==> config.mk <==
export PLATFORM = sky130hd
export DESIGN_NAME = pc_fetch
export DESIGN_NICKNAME = d
export VERILOG_FILES = /design/src/rtl/pc_fetch.sv
export SDC_FILE = /design/constraint.sdc
export NUM_CORES = 1
export LEC_CHECK = 0
export ABC_AREA = 1
export CAP_MARGIN = 0
export CORE_AREA = 10 10 136 138
export CTS_CLUSTER_DIAMETER = 60
export CTS_CLUSTER_SIZE = 28
export DETAILED_ROUTE_END_ITERATION = 6
export DIE_AREA = 0 0 146 148
export PLACE_DENSITY = 0.87
export SETUP_SLACK_MARGIN = 0.15
export SYNTH_ARGS = -nofsm -noshare
export SYNTH_HDL_FRONTEND = slang
export SYNTH_SLANG_ARGS = --single-unit
==> constraint.sdc <==
create_clock -name clk -period 7.35 [get_ports clk]
set_input_delay 1.47 -clock clk [delete_from_list [all_inputs] [get_ports clk]]
set_output_delay 1.47 -clock clk [all_outputs]
set_load 0.01 [all_outputs]
==> src/rtl/pc_fetch.sv <==
// Program counter and next-PC select for the single-cycle MIPS fetch stage.
// Latency: a redirect sampled at edge N is visible on pc after edge N.
// Backpressure: stall holds pc and retired; an illegal next PC parks the stage in FAULT until reset.
module pc_fetch #(
    parameter logic [31:0] RESET_PC = 32'h0000_3000,
    parameter int          IM_WORDS = 4096
) (
    input  logic        clk,
    input  logic        reset_n,
    input  logic        stall,
    input  logic        br_taken,
    input  logic [15:0] br_imm,
    input  logic        j_en,
    input  logic [25:0] j_index,
    input  logic        jr_en,
    input  logic [31:0] jr_target,
    output logic [31:0] pc,
    output logic [31:0] pc_plus4,
    output logic        fetch_valid,
    output logic        fault,
    output logic [31:0] fault_pc,
    output logic [31:0] retired
);

    localparam logic [0:0] ST_RUN   = 1'b0;
    localparam logic [0:0] ST_FAULT = 1'b1;

    // 33-bit window bounds so RESET_PC + 4*IM_WORDS cannot wrap
    localparam logic [32:0] PC_BASE  = {1'b0, RESET_PC};
    localparam logic [32:0] PC_LIMIT = PC_BASE + (33'(IM_WORDS) << 2);

    logic [0:0]  state;
    logic [31:0] npc;
    logic [31:0] br_offset;
    logic        npc_legal;

    assign pc_plus4    = pc + 32'd4;
    assign fault       = (state == ST_FAULT);
    assign fetch_valid = (state == ST_RUN);
    assign br_offset   = {{14{br_imm[15]}}, br_imm, 2'b00};

    always_comb begin
        npc = pc_plus4;
        if (jr_en) begin
            npc = jr_target;
        end else if (j_en) begin
            npc = {pc_plus4[31:28], j_index, 2'b00};
        end else if (br_taken) begin
            npc = pc_plus4 + br_offset;
        end
    end

    assign npc_legal = (npc[1:0] == 2'b00)
                    && ({1'b0, npc} >= PC_BASE)
                    && ({1'b0, npc} <  PC_LIMIT);

    always_ff @(posedge clk or negedge reset_n) begin
        if (!reset_n) begin
            state    <= ST_RUN;
            pc       <= RESET_PC;
            fault_pc <= 32'd0;
            retired  <= 32'd0;
        end else begin
            if (state == ST_RUN && !stall) begin
                // the instruction at pc completes whether or not its successor is legal
                if (retired != 32'hFFFF_FFFF) begin
                    retired <= retired + 32'd1;
                end
                if (npc_legal) begin
                    pc <= npc;
                end else begin
                    fault_pc <= npc;
                    state    <= ST_FAULT;
                end
            end
        end
    end

endmodule

==> flow_summary.json <==
{
  "outcome": "finished clean",
  "stage_delay_of_the_slowest_cell_on_the_critical_path_ns": 0.93,
  "netlist_area_um2": 8570,
  "cts_tree": "yes",
  "post_synth_num_cell_types": 50,
  "share_seq_of_total_power_pct": 42.8,
  "crit_path_end_kind": "register",
  "final_setup_violating_endpoints": 0,
  "crit_top_cell": "nand2_1",
  "io_buffers": 209,
  "fill_cells": 1387,
  "mean_instance_size_in_the_synthesized_netlist_um2": 6.30,
  "drt_iter0_markers": 874,
  "crit_buf_inv": 2,
  "highest_net_fanout_along_the_worst_path": 32,
  "syn2layout_area_growth_pct": 29.2,
  "setup.worst_path.class": "primary input to register",
  "setup_total_negative_slack_ns": 0,
  "worstPathRequired_ns": 7.59,
  "cts.reportedPaths.clkPinSlew_ns": 0.08,
  "layout.area.seq_um2": 2430,
  "detail_route.wl_per_cell_um": 19.1,
  "totalPowerFinal_mw": 1.29,
  "grt_setup_unrepaired": "no",
  "timing.critical_path.max_delay_family": "simple AND/OR/NAND/NOR gates",
  "depth_of_the_worst_register_to_register_path": 24,
  "max_freq_mhz": 186,
  "endpoint": "pc[11]$_DFFE_PN0P_",
  "postRouteAntennaNets": 0,
  "route.detailed.drc": 0,
  "design_area_um2": 11100,
  "finalWorstPathRequiredPeriod_ns": 5.38,
  "critPathSlowestCell": "clkdlybuf4s50_1",
  "fin_crit_sh_pct": 73.2,
  "wire_length_of_the_first_global_routing_pass_um": 53300,
  "r2r_setup_slack_ns": 2.30,
  "floorplan_die_width_um": 146,
  "via_per_inst": 5.53,
  "cts_hold_repair.buffers": 0,
  "relSlewSlack_pct": 32.6,
  "number_of_enable_type_register_cells_in_the_synthesized_netlist": 0,
  "clock_buffer_count_from_cts": 9,
  "initial_antenna_violation_count": 0,
  "internal_power_mw": 0.920,
  "insertion_delay_ns": 0.36,
  "setup.worst_path.start": "br_imm[15]",
  "reg2reg_from": "pc[2]$_DFFE_PN0P_",
  "finClkSkew_ns": 0.0148,
  "post_cts.repair.setup_buffers": 0,
  "ctsRootBufferMaster": "clkbuf_16",
  "floorplan.die.height_um": 148,
  "diodes": 0,
  "timing.max_cap.violations": 0,
  "terminus_of_the_critical_flop_to_flop_path": "pc[11]$_DFFE_PN0P_",
  "place.gp.congestion": 1.05,
  "nNetsFinal": 1665,
  "placed_cell_area_um2": 10800,
  "floorplan.initialDensity_pct": 54.6,
  "ys_seq_area_share_pct": 28.3,
  "crit_chain": "clkdlybuf4s50_1 -> ha_1 -> nand2_1 -> inv_1 -> nand2_1 -> nand2_1 -> nand2_1 -> nand3_1 -> a21oi_1 -> nand2_1 -> nand2_1 -> nand3_1 -> a21boi_1 -> nand4_1 -> nor2_2 -> nand3_4 -> nand2_1 -> nand2_1",
  "power.share.clock_pct": 39.7,
  "total_number_of_clock_tree_sinks": 97,
  "cp.depth": 18,
  "post_synth_inst_count": 1360,
  "ctsResizeCount": 0,
  "static-leakage-power_nw": 5.72,
  "finalHoldViolCount": 0,
  "placement_rows": 46,
  "die-area_um2": 21600,
  "pwr-share-comb_pct": 17.5,
  "drt_pre_antenna_iters": 5,
  "synth.yosys.warnings": 0,
  "grt_start_max_net_pins": 80,
  "final_layout_size_suffix_gt1_share_pct": 7.12,
  "async_flop_share_pct": 100,
  "worst-endpoint-arrival_ns": 5.62,
  "top_level_ports": 210,
  "switching_share_pct": 28.9,
  "first_global_vias": 9691,
  "slew_violations": 0,
  "postSynthNetCount": 1472,
  "synth.ff_latch_count": 97,
  "hp-class": "register to register",
  "worst_slew_pin_slew_ns": 1.01,
  "netSwitchingPower_mw": 0.374,
  "grt.overflow.total": 0,
  "critical_path.startpoint_type": "primary input",
  "placeableCoreArea_um2": 15700,
  "dpl.hpwl_um": 27000,
  "multi_input_area_um2": 5110,
  "ctsHtreeMaxLevel": 3,
  "grt_usage_pct": 30.6,
  "ir_drop_uv": 145,
  "cellPowerDensity_nw_per_um2": 117,
  "vias_after_detailed_routing": 9811,
  "detail_route.wirelength_um": 33800,
  "clock_path_buffers": 2,
  "synth_flop_cell": "dfrtp_1"
}
-- metrics by stage --
step / hold slack, ns / instances / util, % / worst slack (ns)
2_1_floorplan: 0.496 / 1360 / - / 3.59
3_3_place_gp: 0.453 / 1758 / 68.5 / 1.91
3_5_place_dp: 0.461 / 1758 / 68.5 / 1.82
4_1_cts: 0.481 / 1774 / 70.5 / 2.18
5_1_grt: 0.490 / 1774 / 70.5 / 1.71
6_report: 0.479 / 1774 / 70.5 / 1.97
-- cell families (layout without fill, tap and decap cells) --
logic type                 Yosys count  after routing  share of synthesized area [%]
and+or+nand+nor                    847            847                           44.6
xor gates and xnor gates            40             40                           4.09
adders and majority gates           32             32                           4.76
DFF                                 97             97                           28.3
AOI/OAI and AO/OA                   94             94                           6.19
buffers and inverters              250            448                           12.0
-- worst register-to-register path: stages (launching register included) --
cell      delay (ns)
dfrtp_1         0.58
ha_1            0.28
nand2_1         0.13
nor2_4          0.18
nand2_1         0.14
xor2_1          0.37
inv_1           0.12
ha_1            0.41
nand2_1         0.12
nor2_1          0.22
nand3_1         0.11
nand3b_1        0.22
nand2_1         0.11
nand3_1         0.08
nand2_1         0.05
o21ai_1         0.28
nand2_1         0.10
nand2_1         0.17
nand2_1         0.07
nor2_1          0.12
nand2_2         0.08
nor2_4          0.28
nand3_4         0.42
nand2_1         0.23
nand2_1         0.08
-- Yosys cell counts, types with 2 or more instances --
| library cell | n | area [um^2] |
|---|---|---|
| buf_4 | 6 | 45.0 |
| nor2_2 | 7 | 43.8 |
| o211ai_1 | 2 | 15.0 |
| inv_2 | 26 | 97.6 |
| and2_1 | 3 | 18.8 |
| nand2_2 | 25 | 156 |
| nor3_1 | 20 | 100 |
| dfstp_2 | 2 | 52.6 |
| nand3_1 | 105 | 526 |
| ha_1 | 31 | 388 |
| or2_2 | 12 | 75.1 |
| nor3_4 | 2 | 32.5 |
| inv_1 | 190 | 713 |
| xor2_1 | 27 | 236 |
| a22oi_1 | 2 | 15.0 |
| clkbuf_1 | 11 | 41.3 |
| dfrtp_1 | 95 | 2380 |
| nand2_4 | 2 | 22.5 |
| nor4_1 | 10 | 62.6 |
| o21ai_1 | 4 | 20.0 |
| buf_6 | 3 | 33.8 |
| nand3b_1 | 18 | 135 |
| o22ai_1 | 6 | 37.5 |
| nor3b_1 | 3 | 22.5 |
| a21boi_1 | 2 | 15.0 |
| o21ai_0 | 17 | 85.1 |
| buf_2 | 7 | 35.0 |
| a21boi_0 | 2 | 15.0 |
| buf_8 | 2 | 30.0 |
| nor2_1 | 108 | 405 |
| a211oi_1 | 2 | 15.0 |
| nand2_1 | 474 | 1780 |
| clkinv_1 | 3 | 11.3 |
| a21oi_1 | 48 | 240 |
| nor2_4 | 5 | 56.3 |
| nor3_2 | 5 | 50.1 |
| nand4_1 | 44 | 275 |
| o21bai_1 | 5 | 37.5 |
| xnor2_1 | 13 | 114 |
-- sequential cells by signal (all words and copies together), names as in the netlist --
name,flops
fault_pc,32
pc,32
retired,32
fault,1
-- layer usage --
| layer | up-vias | wire length, um | GRT usage [%] | part of all wire, % |
|---|---|---|---|---|
| li1 | 4668 | - | - | - |
| met1 | 4576 | 13800 | 38.3 | 41 |
| met2 | 488 | 15600 | 50.6 | 46 |
| met3 | 79 | 3230 | 7.26 | 9.6 |
| met4 | 0 | 1210 | 10.8 | 3.6 |
| met5 | - | 0 | 0 | 0 |
-- worst min path at each step --
stage	start	endpoint	slack (ns)	cells after the start
floorplan	pc[13]$_DFFE_PN1P_	pc[13]$_DFFE_PN1P_	0.50	2
global placement	fault_pc[27]$_DFFE_PN0P_	fault_pc[27]$_DFFE_PN0P_	0.45	2
detailed placement	fault_pc[29]$_DFFE_PN0P_	fault_pc[29]$_DFFE_PN0P_	0.46	2
CTS	fault_pc[29]$_DFFE_PN0P_	fault_pc[29]$_DFFE_PN0P_	0.48	2
global route	fault_pc[29]$_DFFE_PN0P_	fault_pc[29]$_DFFE_PN0P_	0.49	2
finish	fault_pc[29]$_DFFE_PN0P_	fault_pc[29]$_DFFE_PN0P_	0.48	2
-- cell type report --
type | count | area share (%)
Multi-Input combinational cell | 1013 | 46.2
Sequential cell | 97 | 21.9
Timing Repair Buffer | 213 | 19.1
Inverter | 219 | 7.42
Tap cell | 216 | 2.44
Clock buffer | 9 | 2.03
Clock inverter | 7 | 0.870
-- power groups by stage --
stage	logic [mW]	registers, mW	clock network, mW
after CTS	0.224	0.553	0.517
final	0.226	0.553	0.514
after floorplan	0.0957	0.569	0
after global placement	0.222	0.563	0
after detailed placement	0.223	0.563	0
after global routing	0.246	0.555	0.542
-- cells in the final DEF, fill, tap and decap left out, types with 3 or more instances in the layout --
cell,Yosys,routed
nand3_1,105,105
o22ai_1,6,6
inv_8,0,3
inv_2,26,26
nand2_2,25,25
clkbuf_16,0,9
nor2_2,7,7
nor3_2,5,5
nand4_1,44,44
xor2_1,27,27
nor2_4,5,5
nor3b_1,3,3
nor3_1,20,20
xnor2_1,13,13
o21bai_1,5,5
buf_4,6,5
clkinv_1,3,3
and2_1,3,3
o21ai_1,4,4
nand2_1,474,474
or2_2,12,12
ha_1,31,31
nor4_1,10,10
nor2_1,108,108
o21ai_0,17,17
clkdlybuf4s50_1,0,208
a21oi_1,48,48
dfrtp_1,95,95
inv_1,190,190
nand3b_1,18,18
Note: power is estimated with default switching activity, not from simulation.
